--- src/rtl/tmon_alarm_slave_pkg.sv ---
// ---------------------------------------------------------------------------
// tmon_alarm_slave_pkg
// Shared definitions for the temperature alarm engine: command opcodes,
// response/alarm status codes, configuration reset values and the saturating
// arithmetic used to derive the hysteresis exit bounds.
// ---------------------------------------------------------------------------
package tmon_alarm_slave_pkg;

    typedef enum logic [2:0] {
        NOP      = 3'd0,
        SET_HI   = 3'd1,
        SET_LO   = 3'd2,
        SET_HYST = 3'd3,
        ENABLE   = 3'd4,
        DISABLE  = 3'd5,
        CLEAR    = 3'd6,
        QUERY    = 3'd7
    } tmon_op_e;

    typedef enum logic [2:0] {
        ST_DISABLED = 3'd0,
        ST_NORMAL   = 3'd1,
        ST_HOT      = 3'd2,
        ST_COLD     = 3'd3,
        ST_ERR      = 3'd4
    } tmon_status_e;

    localparam logic [7:0] TMON_HI_RST   = 8'd200;
    localparam logic [7:0] TMON_LO_RST   = 8'd10;
    localparam logic [7:0] TMON_HYST_RST = 8'd2;

    // a - b computed 9-bit, clamped at 0
    function automatic logic [7:0] sat_sub(input logic [7:0] a, input logic [7:0] b);
        logic [8:0] d;
        d = {1'b0, a} - {1'b0, b};
        sat_sub = d[8] ? 8'd0 : d[7:0];
    endfunction

    // a + b computed 9-bit, clamped at 255
    function automatic logic [7:0] sat_add(input logic [7:0] a, input logic [7:0] b);
        logic [8:0] s;
        s = {1'b0, a} + {1'b0, b};
        sat_add = s[8] ? 8'd255 : s[7:0];
    endfunction

endpackage

--- src/rtl/tmon_bus.sv ---
// ---------------------------------------------------------------------------
// tmon_bus
// Command/response link between a host sequencer (Master) and the alarm
// engine (Slave).
//   op, opnd : command and operand, Master -> Slave
//   status   : result code (or live alarm state when valid is low)
//   valid    : one-cycle response strobe
//   ready    : Slave can accept a command this cycle
// ---------------------------------------------------------------------------
interface tmon_bus #(parameter type DTYPE = logic [7:0]);
    import tmon_alarm_slave_pkg::*;

    tmon_op_e     op;
    DTYPE         opnd;
    tmon_status_e status;
    logic         valid;
    logic         ready;

    modport Master (output op, output opnd, input status, input valid, input ready);
    modport Slave  (input op, input opnd, output status, output valid, output ready);
endinterface

--- src/rtl/tmon_debounce.sv ---
// ---------------------------------------------------------------------------
// tmon_debounce
// Counts consecutive strobed samples that are out of range on one side and
// raises trip on the sample that completes DEBOUNCE consecutive hits.
//   clk, reset : clock, synchronous active-high reset
//   hit        : current sample is out of range on this side
//   strobe     : a sample is being evaluated this cycle
//   clr        : clear the count (takes priority over strobe)
//   trip       : combinational, high on the qualifying sample
// ---------------------------------------------------------------------------
module tmon_debounce #(
    parameter int DEBOUNCE = 4
) (
    input  logic clk,
    input  logic reset,
    input  logic hit,
    input  logic strobe,
    input  logic clr,
    output logic trip
);
    localparam logic [3:0] DB = 4'(DEBOUNCE);

    logic [3:0] cnt_r;

    // Consecutive-hit counter, saturating at DEBOUNCE; any miss restarts it
    always_ff @(posedge clk) begin
        if (reset) begin
            cnt_r <= 4'd0;
        end else if (clr) begin
            cnt_r <= 4'd0;
        end else if (strobe) begin
            if (hit) begin
                cnt_r <= (cnt_r < DB) ? cnt_r + 4'd1 : cnt_r;
            end else begin
                cnt_r <= 4'd0;
            end
        end else begin
            cnt_r <= cnt_r;
        end
    end

    // Trip on the hit that brings the count to DEBOUNCE, so the alarm can
    // register on the same edge that captures the sample.
    assign trip = strobe & hit & (cnt_r >= (DB - 4'd1));

endmodule

--- src/rtl/tmon_alarm_slave.sv ---
// ---------------------------------------------------------------------------
// tmon_alarm_slave
// Command-driven temperature alarm engine. Holds hi/lo thresholds and a
// hysteresis band, debounces the sensor stream into DISABLED/NORMAL/HOT/COLD
// and answers each command (IDLE -> EXEC -> RESP) with a one-cycle valid.
//   clk, reset         : clock, synchronous active-high reset
//   bus                : tmon_bus Slave (op/opnd in; status/valid/ready out)
//   temp_in, temp_vld  : sensor sample and its qualifier
//   alarm_hot/_cold    : registered, high while state is HOT / COLD
// ---------------------------------------------------------------------------
module tmon_alarm_slave
    import tmon_alarm_slave_pkg::*;
#(
    parameter type DTYPE    = logic [7:0],
    parameter int  DEBOUNCE = 4
) (
    input  logic       clk,
    input  logic       reset,
    tmon_bus.Slave     bus,
    input  logic [7:0] temp_in,
    input  logic       temp_vld,
    output logic       alarm_hot,
    output logic       alarm_cold
);
    localparam logic [1:0] S_IDLE = 2'd0;
    localparam logic [1:0] S_EXEC = 2'd1;
    localparam logic [1:0] S_RESP = 2'd2;

    logic [1:0]   fsm_r, fsm_nxt_s;
    tmon_op_e     op_r;
    DTYPE         opnd_r, hi_r, lo_r, hyst_r;
    tmon_status_e alarm_r, alarm_nxt_s, status_r;
    logic         valid_r, ready_r, alarm_hot_r, alarm_cold_r;

    logic         accept_s, enabled_s, err_s, cmd_clr_s, clr_s;
    logic         strobe_s, hot_trip_s, cold_trip_s;
    logic [7:0]   hot_exit_s, cold_exit_s;

    assign accept_s    = (fsm_r == S_IDLE) && ready_r && (bus.op != NOP);
    assign enabled_s   = (alarm_r != ST_DISABLED);
    assign strobe_s    = temp_vld && (alarm_r == ST_NORMAL);
    assign hot_exit_s  = sat_sub(hi_r, hyst_r);
    assign cold_exit_s = sat_add(lo_r, hyst_r);

    tmon_debounce #(.DEBOUNCE(DEBOUNCE)) u_hot (
        .clk(clk), .reset(reset), .hit(temp_in > hi_r),
        .strobe(strobe_s), .clr(clr_s), .trip(hot_trip_s)
    );

    tmon_debounce #(.DEBOUNCE(DEBOUNCE)) u_cold (
        .clk(clk), .reset(reset), .hit(temp_in < lo_r),
        .strobe(strobe_s), .clr(clr_s), .trip(cold_trip_s)
    );

    // Command sequencer next state
    always_comb begin
        fsm_nxt_s = S_IDLE;
        case (fsm_r)
            S_IDLE:  fsm_nxt_s = accept_s ? S_EXEC : S_IDLE;
            S_EXEC:  fsm_nxt_s = S_RESP;
            S_RESP:  fsm_nxt_s = S_IDLE;
            default: fsm_nxt_s = S_IDLE;
        endcase
    end

    // Alarm next state: sample rules first, then an executing command overrides
    always_comb begin
        alarm_nxt_s = alarm_r;
        err_s       = 1'b0;
        cmd_clr_s   = 1'b0;
        if (temp_vld) begin
            case (alarm_r)
                ST_NORMAL: begin
                    if (hot_trip_s) begin
                        alarm_nxt_s = ST_HOT;
                    end else if (cold_trip_s) begin
                        alarm_nxt_s = ST_COLD;
                    end else begin
                        alarm_nxt_s = alarm_r;
                    end
                end
                ST_HOT:  alarm_nxt_s = (temp_in < hot_exit_s)  ? ST_NORMAL : alarm_r;
                ST_COLD: alarm_nxt_s = (temp_in > cold_exit_s) ? ST_NORMAL : alarm_r;
                default: alarm_nxt_s = alarm_r;
            endcase
        end else begin
            alarm_nxt_s = alarm_r;
        end
        if (fsm_r == S_EXEC) begin
            case (op_r)
                SET_HI: err_s = !(opnd_r > lo_r);
                SET_LO: err_s = !(opnd_r < hi_r);
                ENABLE: begin
                    if (!enabled_s) begin
                        alarm_nxt_s = ST_NORMAL;
                        cmd_clr_s   = 1'b1;
                    end else begin
                        cmd_clr_s   = 1'b0;
                    end
                end
                DISABLE: begin
                    alarm_nxt_s = ST_DISABLED;
                    cmd_clr_s   = 1'b1;
                end
                CLEAR: begin
                    if (enabled_s) begin
                        alarm_nxt_s = ST_NORMAL;
                        cmd_clr_s   = 1'b1;
                    end else begin
                        cmd_clr_s   = 1'b0;
                    end
                end
                default: err_s = 1'b0;
            endcase
        end else begin
            err_s = 1'b0;
        end
    end

    // Any alarm state change restarts both debounce counters
    assign clr_s = cmd_clr_s || (alarm_nxt_s != alarm_r);

    // Command latch and sequencer state
    always_ff @(posedge clk) begin
        if (reset) begin
            fsm_r  <= S_IDLE;
            op_r   <= NOP;
            opnd_r <= '0;
        end else begin
            fsm_r <= fsm_nxt_s;
            if (accept_s) begin
                op_r   <= bus.op;
                opnd_r <= bus.opnd;
            end else begin
                op_r   <= op_r;
                opnd_r <= opnd_r;
            end
        end
    end

    // Configuration registers, written at the end of EXEC when not rejected
    always_ff @(posedge clk) begin
        if (reset) begin
            hi_r   <= TMON_HI_RST;
            lo_r   <= TMON_LO_RST;
            hyst_r <= TMON_HYST_RST;
        end else if ((fsm_r == S_EXEC) && !err_s) begin
            case (op_r)
                SET_HI:   hi_r   <= opnd_r;
                SET_LO:   lo_r   <= opnd_r;
                SET_HYST: hyst_r <= opnd_r;
                default: begin
                    hi_r   <= hi_r;
                    lo_r   <= lo_r;
                    hyst_r <= hyst_r;
                end
            endcase
        end else begin
            hi_r   <= hi_r;
            lo_r   <= lo_r;
            hyst_r <= hyst_r;
        end
    end

    // Alarm state and registered bus/alarm outputs
    always_ff @(posedge clk) begin
        if (reset) begin
            alarm_r      <= ST_DISABLED;
            status_r     <= ST_DISABLED;
            valid_r      <= 1'b0;
            ready_r      <= 1'b0;
            alarm_hot_r  <= 1'b0;
            alarm_cold_r <= 1'b0;
        end else begin
            alarm_r      <= alarm_nxt_s;
            // status tracks the live alarm state except in the response cycle
            status_r     <= ((fsm_r == S_EXEC) && err_s) ? ST_ERR : alarm_nxt_s;
            valid_r      <= (fsm_r == S_EXEC);
            ready_r      <= (fsm_nxt_s == S_IDLE);
            alarm_hot_r  <= (alarm_nxt_s == ST_HOT);
            alarm_cold_r <= (alarm_nxt_s == ST_COLD);
        end
    end

    assign bus.status = status_r;
    assign bus.valid  = valid_r;
    assign bus.ready  = ready_r;
    assign alarm_hot  = alarm_hot_r;
    assign alarm_cold = alarm_cold_r;

endmodule

--- src/flat_wrapper.sv ---
// flat-port wrapper written by rule: the top's interface ports become plain ports
module tmon_alarm_slave_flat import tmon_alarm_slave_pkg::*;
#(
    parameter type DTYPE    = logic [7:0],
    parameter int  DEBOUNCE = 4
)
  (clk, reset, temp_in, temp_vld, alarm_hot, alarm_cold, bus_op, bus_opnd, bus_status, bus_valid, bus_ready);
  tmon_bus #(.DTYPE(DTYPE)) bus_i ();
  input  logic clk;
  input  logic reset;
  input  logic [7:0] temp_in;
  input  logic temp_vld;
  output logic alarm_hot;
  output logic alarm_cold;
  input wire logic [$bits(bus_i.op)-1:0] bus_op;
  input wire logic [$bits(bus_i.opnd)-1:0] bus_opnd;
  output wire logic [$bits(bus_i.status)-1:0] bus_status;
  output wire logic [$bits(bus_i.valid)-1:0] bus_valid;
  output wire logic [$bits(bus_i.ready)-1:0] bus_ready;
  assign bus_i.op = bus_op;
  assign bus_i.opnd = bus_opnd;
  assign bus_status = bus_i.status;
  assign bus_valid = bus_i.valid;
  assign bus_ready = bus_i.ready;
  tmon_alarm_slave #(.DTYPE(DTYPE), .DEBOUNCE(DEBOUNCE)) u_core (.clk(clk), .reset(reset), .bus(bus_i), .temp_in(temp_in), .temp_vld(temp_vld), .alarm_hot(alarm_hot), .alarm_cold(alarm_cold));
endmodule
--- config.mk ---
export PLATFORM = sky130hd
export DESIGN_NAME = tmon_alarm_slave_flat
export DESIGN_NICKNAME = d
export VERILOG_FILES = /design/src/rtl/tmon_alarm_slave_pkg.sv /design/src/rtl/tmon_bus.sv /design/src/rtl/tmon_debounce.sv /design/src/rtl/tmon_alarm_slave.sv /design/src/flat_wrapper.sv
export SDC_FILE = /design/constraint.sdc
export NUM_CORES = 1
export LEC_CHECK = 0
export ABC_AREA = 1
export CORE_MARGIN = 1
export CORE_UTILIZATION = 45
export CTS_BUF_LIST = sky130_fd_sc_hd__clkbuf_16
export DETAILED_ROUTE_END_ITERATION = 6
export SYNTH_ARGS = -nofsm -noshare
export SYNTH_HDL_FRONTEND = slang
export SYNTH_SLANG_ARGS = --single-unit
--- constraint.sdc ---
create_clock -name clk -period 5.85 [get_ports clk]
set_input_delay 1.755 -clock clk [delete_from_list [all_inputs] [get_ports clk]]
set_output_delay 1.755 -clock clk [all_outputs]
set_load 0.02 [all_outputs]
---- Word-level counts from Yosys, hierarchy flattened ----
Cells that the tools add are included.
storage, ports and cells
  memory bits (writable) .................. 0
  latch bits .............................. 0
  ROM bits ................................ 0
  logic and storage cells ................. 93
  bits of input ports ..................... 22
  memories kept ........................... 0
  bits in registers ....................... 55
  output and inout port bits .............. 7
cells by class
  shift-type cells ........................ 0
  multiply operators ...................... 0
  magnitude comparators ................... 10
  divide/modulo/power cells ............... 0
  equality and inequality tests ........... 15
  multiplexer cells ....................... 25
  bitwise operators ....................... 4
  add/sub/neg operators ................... 4
  reductions and logical operators ........ 20
operator list
  kind                                                                number
  2-to-1 mux 3 bit                                                    9
  > comparator 8 bit                                                  3
  < comparator 8 bit                                                  3
  equality test 3 x 2 -> 1 bit (second input constant)                6
  case mux 3 bit (3 select lines)                                     2
  2-to-1 mux 4 bit                                                    4
  2-to-1 mux 8 bit                                                    2
  AND reduction 2 bit                                                 5
  adder 8 x 8 -> 9 bit                                                1
  equality test 3 bit (second input constant)                         3
  subtractor 8 x 8 -> 9 bit                                           1
  adder 4 x 1 -> 4 bit (second input constant)                        2
  greater-or-equal comparator 4 x 2 -> 1 bit (second input constant)  2
  < comparator 4 x 3 -> 1 bit (second input constant)                 2
  equality test 3 x 1 -> 1 bit (second input constant)                2
  nonzero test 3 bit                                                  2
  logical AND 1 bit                                                   5
  2-to-1 mux 1 bit                                                    5
  AND 1 bit                                                           4
  zero test 2 bit                                                     2
  != test 2 x 1 -> 1 bit (second input constant)                      2
  case mux 2 bit (2 select lines)                                     1
  OR reduction 2 bit                                                  2
  zero test 1 bit                                                     3
  other kinds (5)                                                     5

---- Depth between registers and ports, before layout ----
  word-level depth ........................ 14
  mapped depth ............................ 26
  depth with buffers taken out ............ 26

---- Modules after synthesis ----
From an unflattened synthesis, not the netlist that was laid out.
unflattened totals
  cell total of the unflattened synthesis .. 542
  area total of the unflattened synthesis .. 3,860.0 µm²
modules (own cells, without submodules)
  module            area an instance (µm²)  sequential area each (µm²)  times used  cells each
  tmon_alarm_slave  3,429.5                 920.9                       1           478
  tmon_debounce     215.2                   80.1                        2           32

---- Worst setup path before layout ----
No wires, ideal clock.
  path type ............................... register to register
  start ................................... reg u_core.hyst_r[0] (netlist bit)
  end ..................................... reg u_core.u_hot.cnt_r[1]
  data required time ...................... 5.728 ns
  cell stages (with the launch flop) ...... 26
  path buffers ............................ 0
  path slack .............................. 2.554 ns
  arrival ................................. 3.175 ns
  path through ............................ dfxtp_1 ha_1 fa_1 nand3_1 nand2_1 a21oi_1 o21ai_0 nand2_1 inv_1 o21a_1 nor2_1 inv_1 or2_2 ha_1 inv_1 a21oi_1 o21ai_0 nand2_1 o211ai_1 o21ai_0 a21oi_1 nand3_2 nand2_2 nand2_2 nand2_4 nor3_2
between the ends
  word-level cells in the longest chain between the ends .. 12
  elaborated cells between the ends (all ways) .. 17
RTL lines
  element                                                                   RTL line                                                source
  start: declaration                                                        tmon_alarm_slave.sv:31                                  DTYPE opnd_r, hi_r, lo_r, hyst_r;
  start signal: assignment                                                  tmon_alarm_slave.sv:151                                 SET_HYST: hyst_r <= opnd_r;
  start signal: assignment                                                  tmon_alarm_slave.sv:155                                 hyst_r <= hyst_r;
  start signal: assignment                                                  tmon_alarm_slave.sv:161                                 hyst_r <= hyst_r;
  adder 8 x 8 -> 9 bit / subtractor 8 x 8 -> 9 bit (equally long branches)  tmon_alarm_slave_pkg.sv:42, tmon_alarm_slave_pkg.sv:35
  2-to-1 mux 8 bit, on equally long branches                                tmon_alarm_slave_pkg.sv:43, tmon_alarm_slave_pkg.sv:36
  > comparator 8 bit / < comparator 8 bit (equally long branches)           tmon_alarm_slave.sv:83, tmon_alarm_slave.sv:82
  2-to-1 mux 3 bit, on equally long branches                                tmon_alarm_slave.sv:83, tmon_alarm_slave.sv:82
  case mux 3 bit (3 select lines) *                                         tmon_alarm_slave.sv:72                                  case (alarm_r)
  2-to-1 mux 3 bit *                                                        tmon_alarm_slave.sv:71                                  if (temp_vld) begin
  2-to-1 mux 3 bit, on equally long branches                                tmon_alarm_slave.sv:106, tmon_alarm_slave.sv:94
  case mux 3 bit (3 select lines)                                           tmon_alarm_slave.sv:90                                  case (op_r)
  2-to-1 mux 3 bit *                                                        tmon_alarm_slave.sv:89                                  if (fsm_r == S_EXEC) begin
  != test 3 bit *                                                           tmon_alarm_slave.sv:121                                 assign clr_s = cmd_clr_s || (alarm_nxt_s != alarm_r);
  logical OR 1 bit *                                                        tmon_alarm_slave.sv:121
  OR reduction 2 bit (no source line) *                                     --
  end signal: assignment                                                    tmon_debounce.sv:33                                     cnt_r <= (cnt_r < DB) ? cnt_r + 4'd1 : cnt_r;
  end signal: assignment                                                    tmon_debounce.sv:38                                     cnt_r <= cnt_r;
  end: declaration                                                          tmon_debounce.sv:23                                     logic [3:0] cnt_r;
Mark *: on every way between the ends. The rest lies on a longest branch, timed or not.
A chain may end at the register's enable or synchronous reset.

---- Worst setup path after layout ----
  start ................................... in temp_in[1]
  end ..................................... reg u_core.u_cold.cnt_r[1]
between the ends
  word-level cells in the longest chain between the ends .. 13
  elaborated cells between the ends (all ways) .. 24
RTL lines
  element                                     RTL line                                         source
  start: declaration                          flat_wrapper.sv:11                               input logic [7:0] temp_in;
  < comparator 8 bit                          tmon_alarm_slave.sv:51                           .clk(clk), .reset(reset), .hit(temp_in < lo_r),
  AND 1 bit (2 in a row)                      tmon_debounce.sv:44                              assign trip = strobe & hit & (cnt_r >= (DB - 4'd1));
  2-to-1 mux 3 bit                            tmon_alarm_slave.sv:76                           end else if (cold_trip_s) begin
  2-to-1 mux 3 bit                            tmon_alarm_slave.sv:74                           if (hot_trip_s) begin
  case mux 3 bit (3 select lines)             tmon_alarm_slave.sv:72
  2-to-1 mux 3 bit                            tmon_alarm_slave.sv:71
  2-to-1 mux 3 bit, on equally long branches  tmon_alarm_slave.sv:106, tmon_alarm_slave.sv:94
  case mux 3 bit (3 select lines)             tmon_alarm_slave.sv:90
  2-to-1 mux 3 bit                            tmon_alarm_slave.sv:89
  != test 3 bit                               tmon_alarm_slave.sv:121
  logical OR 1 bit                            tmon_alarm_slave.sv:121
  OR reduction 2 bit (no source line)         --
  end signal: assignment                      tmon_debounce.sv:33
  end signal: assignment                      tmon_debounce.sv:38
  end: declaration                            tmon_debounce.sv:23
Parallel ways exist; a longest one is shown, timed or not.

==> flow_summary.yaml <==
job:
  cap_viol_max_count: 0
synthesis:
  ys_types: 38
  synth-seq-area-share: 0.276
  syn_nets: 634
  avgSynthCellArea_um2: 7.17
  ys_warn_count: 0
  ys_seq_elements: 54
  synth_cells: 547
  netlist_area_um2: 3920
cts:
  ctsLongestPathBuffers: 2
  cts_inserted_buffers: 5
  holdBufCountCts: 0
  cts_resized: 0
  post_cts_buffers: 0
  cts_tree: "done"
  h-tree-depth: 2
  clk_latency_ns: 0.29
  cts_root_buf: "clkbuf_16"
  clock_sinks: 54
  clk_pin_slew_ns: 0.07
setup_path:
  worstPathMaxFanout: 6
  start_kind: "input pin"
  critPathKind: "input pin to flop"
  required_ns: 6.04
  crit_arrival_ns: 4.08
  end_kind: "flop"
timing:
  hold_viol_final: 0
  fmax_ghz: 0.257
  grt_setup_unrepaired: "no"
  tightest_slew_ns: 0.827
  setup_ws_ns: 1.96
  setup_viol_count_final: 0
  slew_violations: 0
  slew_headroom: 0.448
  clock_skew_ns: 0.00597
  fin_crit_ns: 3.89
  tns_ns: 0
  timing.final.crit_share: 0.666
floorplanning:
  fp.dieArea_um2: 9090
  core_um2: 8340
  start_util: 0.470
  die_w_um: 95.4
  row_count: 33
  die_h_um: 95.4
  ios: 29
routing:
  first_iter_violations: 138
  wire_per_inst_um: 13.3
  routed_wl_mm: 9.08
  num_vias: 3508
  ant_nets: 0
  drt-vias-per-instance: 5.15
  drc: 0
  drt-pass1-iter-count: 4
global_routing:
  grt_max_degree: 30
  grt_pass1_wl_mm: 15.3
  grt_pass1_vias: 3269
  gr-total-overflow: 0
  grt_use_total: 0.219
  antenna_found_initial: 0
place:
  place_ws_ns: 1.70
  port_buffers: 28
  finalWeightedCongestion: 0.863
  dpl.hpwl_mm: 7.38
power:
  p_comb_frac: 0.155
  share_seq_of_total_power: 0.478
  p_leak_uw: 0.00217
  swShare: 0.277
  p_total_uw: 815
  intPower_uw: 589
  ir_drop_uv: 136
  switching_power_uw: 225
  p_per_area_nw_per_um2: 183
  clockPowerShare: 0.367
finish:
  nNetsFinal: 662
  most-common-layout-cells: "101 x nand2_1, 79 x inv_1, 64 x nor2_1"
  num_antenna_cells: 0
  mostFrequentLayoutCell: "nand2_1"
  drive_gt1_frac: 0.0729
  areaGrowthSynthToFinish_pct: 13.5
worst_hold_path:
  hold_path.class: "flop to flop"
run_status:
  outcome: "finished, final reports clean"
==> power by group through the flow <==
stage	combinational [µW]	sequential, µW	clock, µW
floorplan	82.2	396	0
global placement	125	398	0
detailed placement	126	398	0
CTS	127	389	307
global route	146	391	321
finish	126	389	299
==> area by class of cell <==
type	instances	area (µm²)
Fill cell	819	3890
Multi-Input combinational cell	404	2500
Sequential cell	54	1080
Inverter	82	308
Timing Repair Buffer	28	280
Tap cell	105	131
Clock buffer	5	125
Clock inverter	3	18.8
==> registers in the layout (all words and copies together) (netlist names), 3 cells and up <==
name                 flops
u_core.op_r              3
u_core.bus.status        3
u_core.hi_r              8
u_core.u_hot.cnt_r       4
u_core.u_cold.cnt_r      4
u_core.alarm_r           3
u_core.lo_r              8
u_core.hyst_r            8
u_core.opnd_r            8
==> through the flow <==
| stage | instances | hold slack, ns | utilization | instance area [µm²] |
|---|---|---|---|---|
| floorplan | 547 | 0.445 | - | 3920 |
| global placement | 673 | 0.468 | 0.516 | 4310 |
| detailed placement | 673 | 0.471 | 0.516 | 4310 |
| CTS | 681 | 0.486 | 0.533 | 4450 |
| global route | 681 | 0.516 | 0.533 | 4450 |
| finish | 681 | 0.482 | 0.533 | 4450 |
==> metal layers <==
layer,global-route usage,wire length (µm)
met1,0.306,4740
met2,0.357,4000
met3,0.0263,227
met4,0.0505,112
met5,0,0
==> synthesized netlist by cell type (all sizes together) <==
cell type  count  area, µm²
nand3         25        153
o21ai         33        165
fa             2       40.0
a32oi          1       8.76
o32ai          1       8.76
nand2        110        440
a211oi         4       30.0
or2            5       31.3
o22ai          3       18.8
a22oi          2       15.0
xnor2          2       17.5
nand4          4       25.0
ha            63        788
clkbuf         6       22.5
buf            1       5.00
nor4           2       12.5
nand3b         4       30.0
clkinv         1       3.75
o211ai         1       7.51
nor2          68        265
dfxtp         54       1080
xor2           3       26.3
a31oi          3       18.8
a21oi         53        280
inv           81        304
o21a           1       7.51
nor3          14        115
==> critical path: stages <==
cell	delay, ns
clkdlybuf4s50_1	0.61
ha_1	0.27
o21ai_0	0.08
nand2_1	0.07
nand3_1	0.07
nand2_1	0.10
nand4_1	0.10
nand2_1	0.13
o21ai_0	0.55
nor3_1	0.09
a21oi_1	0.18
nor3_2	0.07
==> worst paths after layout <==
| kind | from | end | slack (ns) | depth (start not counted) |
|---|---|---|---|---|
| min reg2reg | u_core.u_cold.cnt_r[3] | u_core.u_cold.cnt_r[3] | 0.48 | 2 |
| max | temp_in[1] | u_core.u_cold.cnt_r[1] | 1.96 | 12 |
| min | u_core.u_cold.cnt_r[3] | u_core.u_cold.cnt_r[3] | 0.48 | 2 |
| max reg2reg | u_core.hyst_r[1] | u_core.u_cold.cnt_r[2] | 1.98 | 26 |
==> logic make-up after synthesis <==
group                      after synthesis  synth area share
AOI/OAI and AO/OA                      102             0.143
xor gates and xnor gates                 5            0.0112
adders and majority gates               65             0.211
buffers and inverters                   89            0.0855
DFF                                     54             0.276
and+or+nand+nor                        232             0.273
Note: power is estimated with default switching activity, not from simulation.
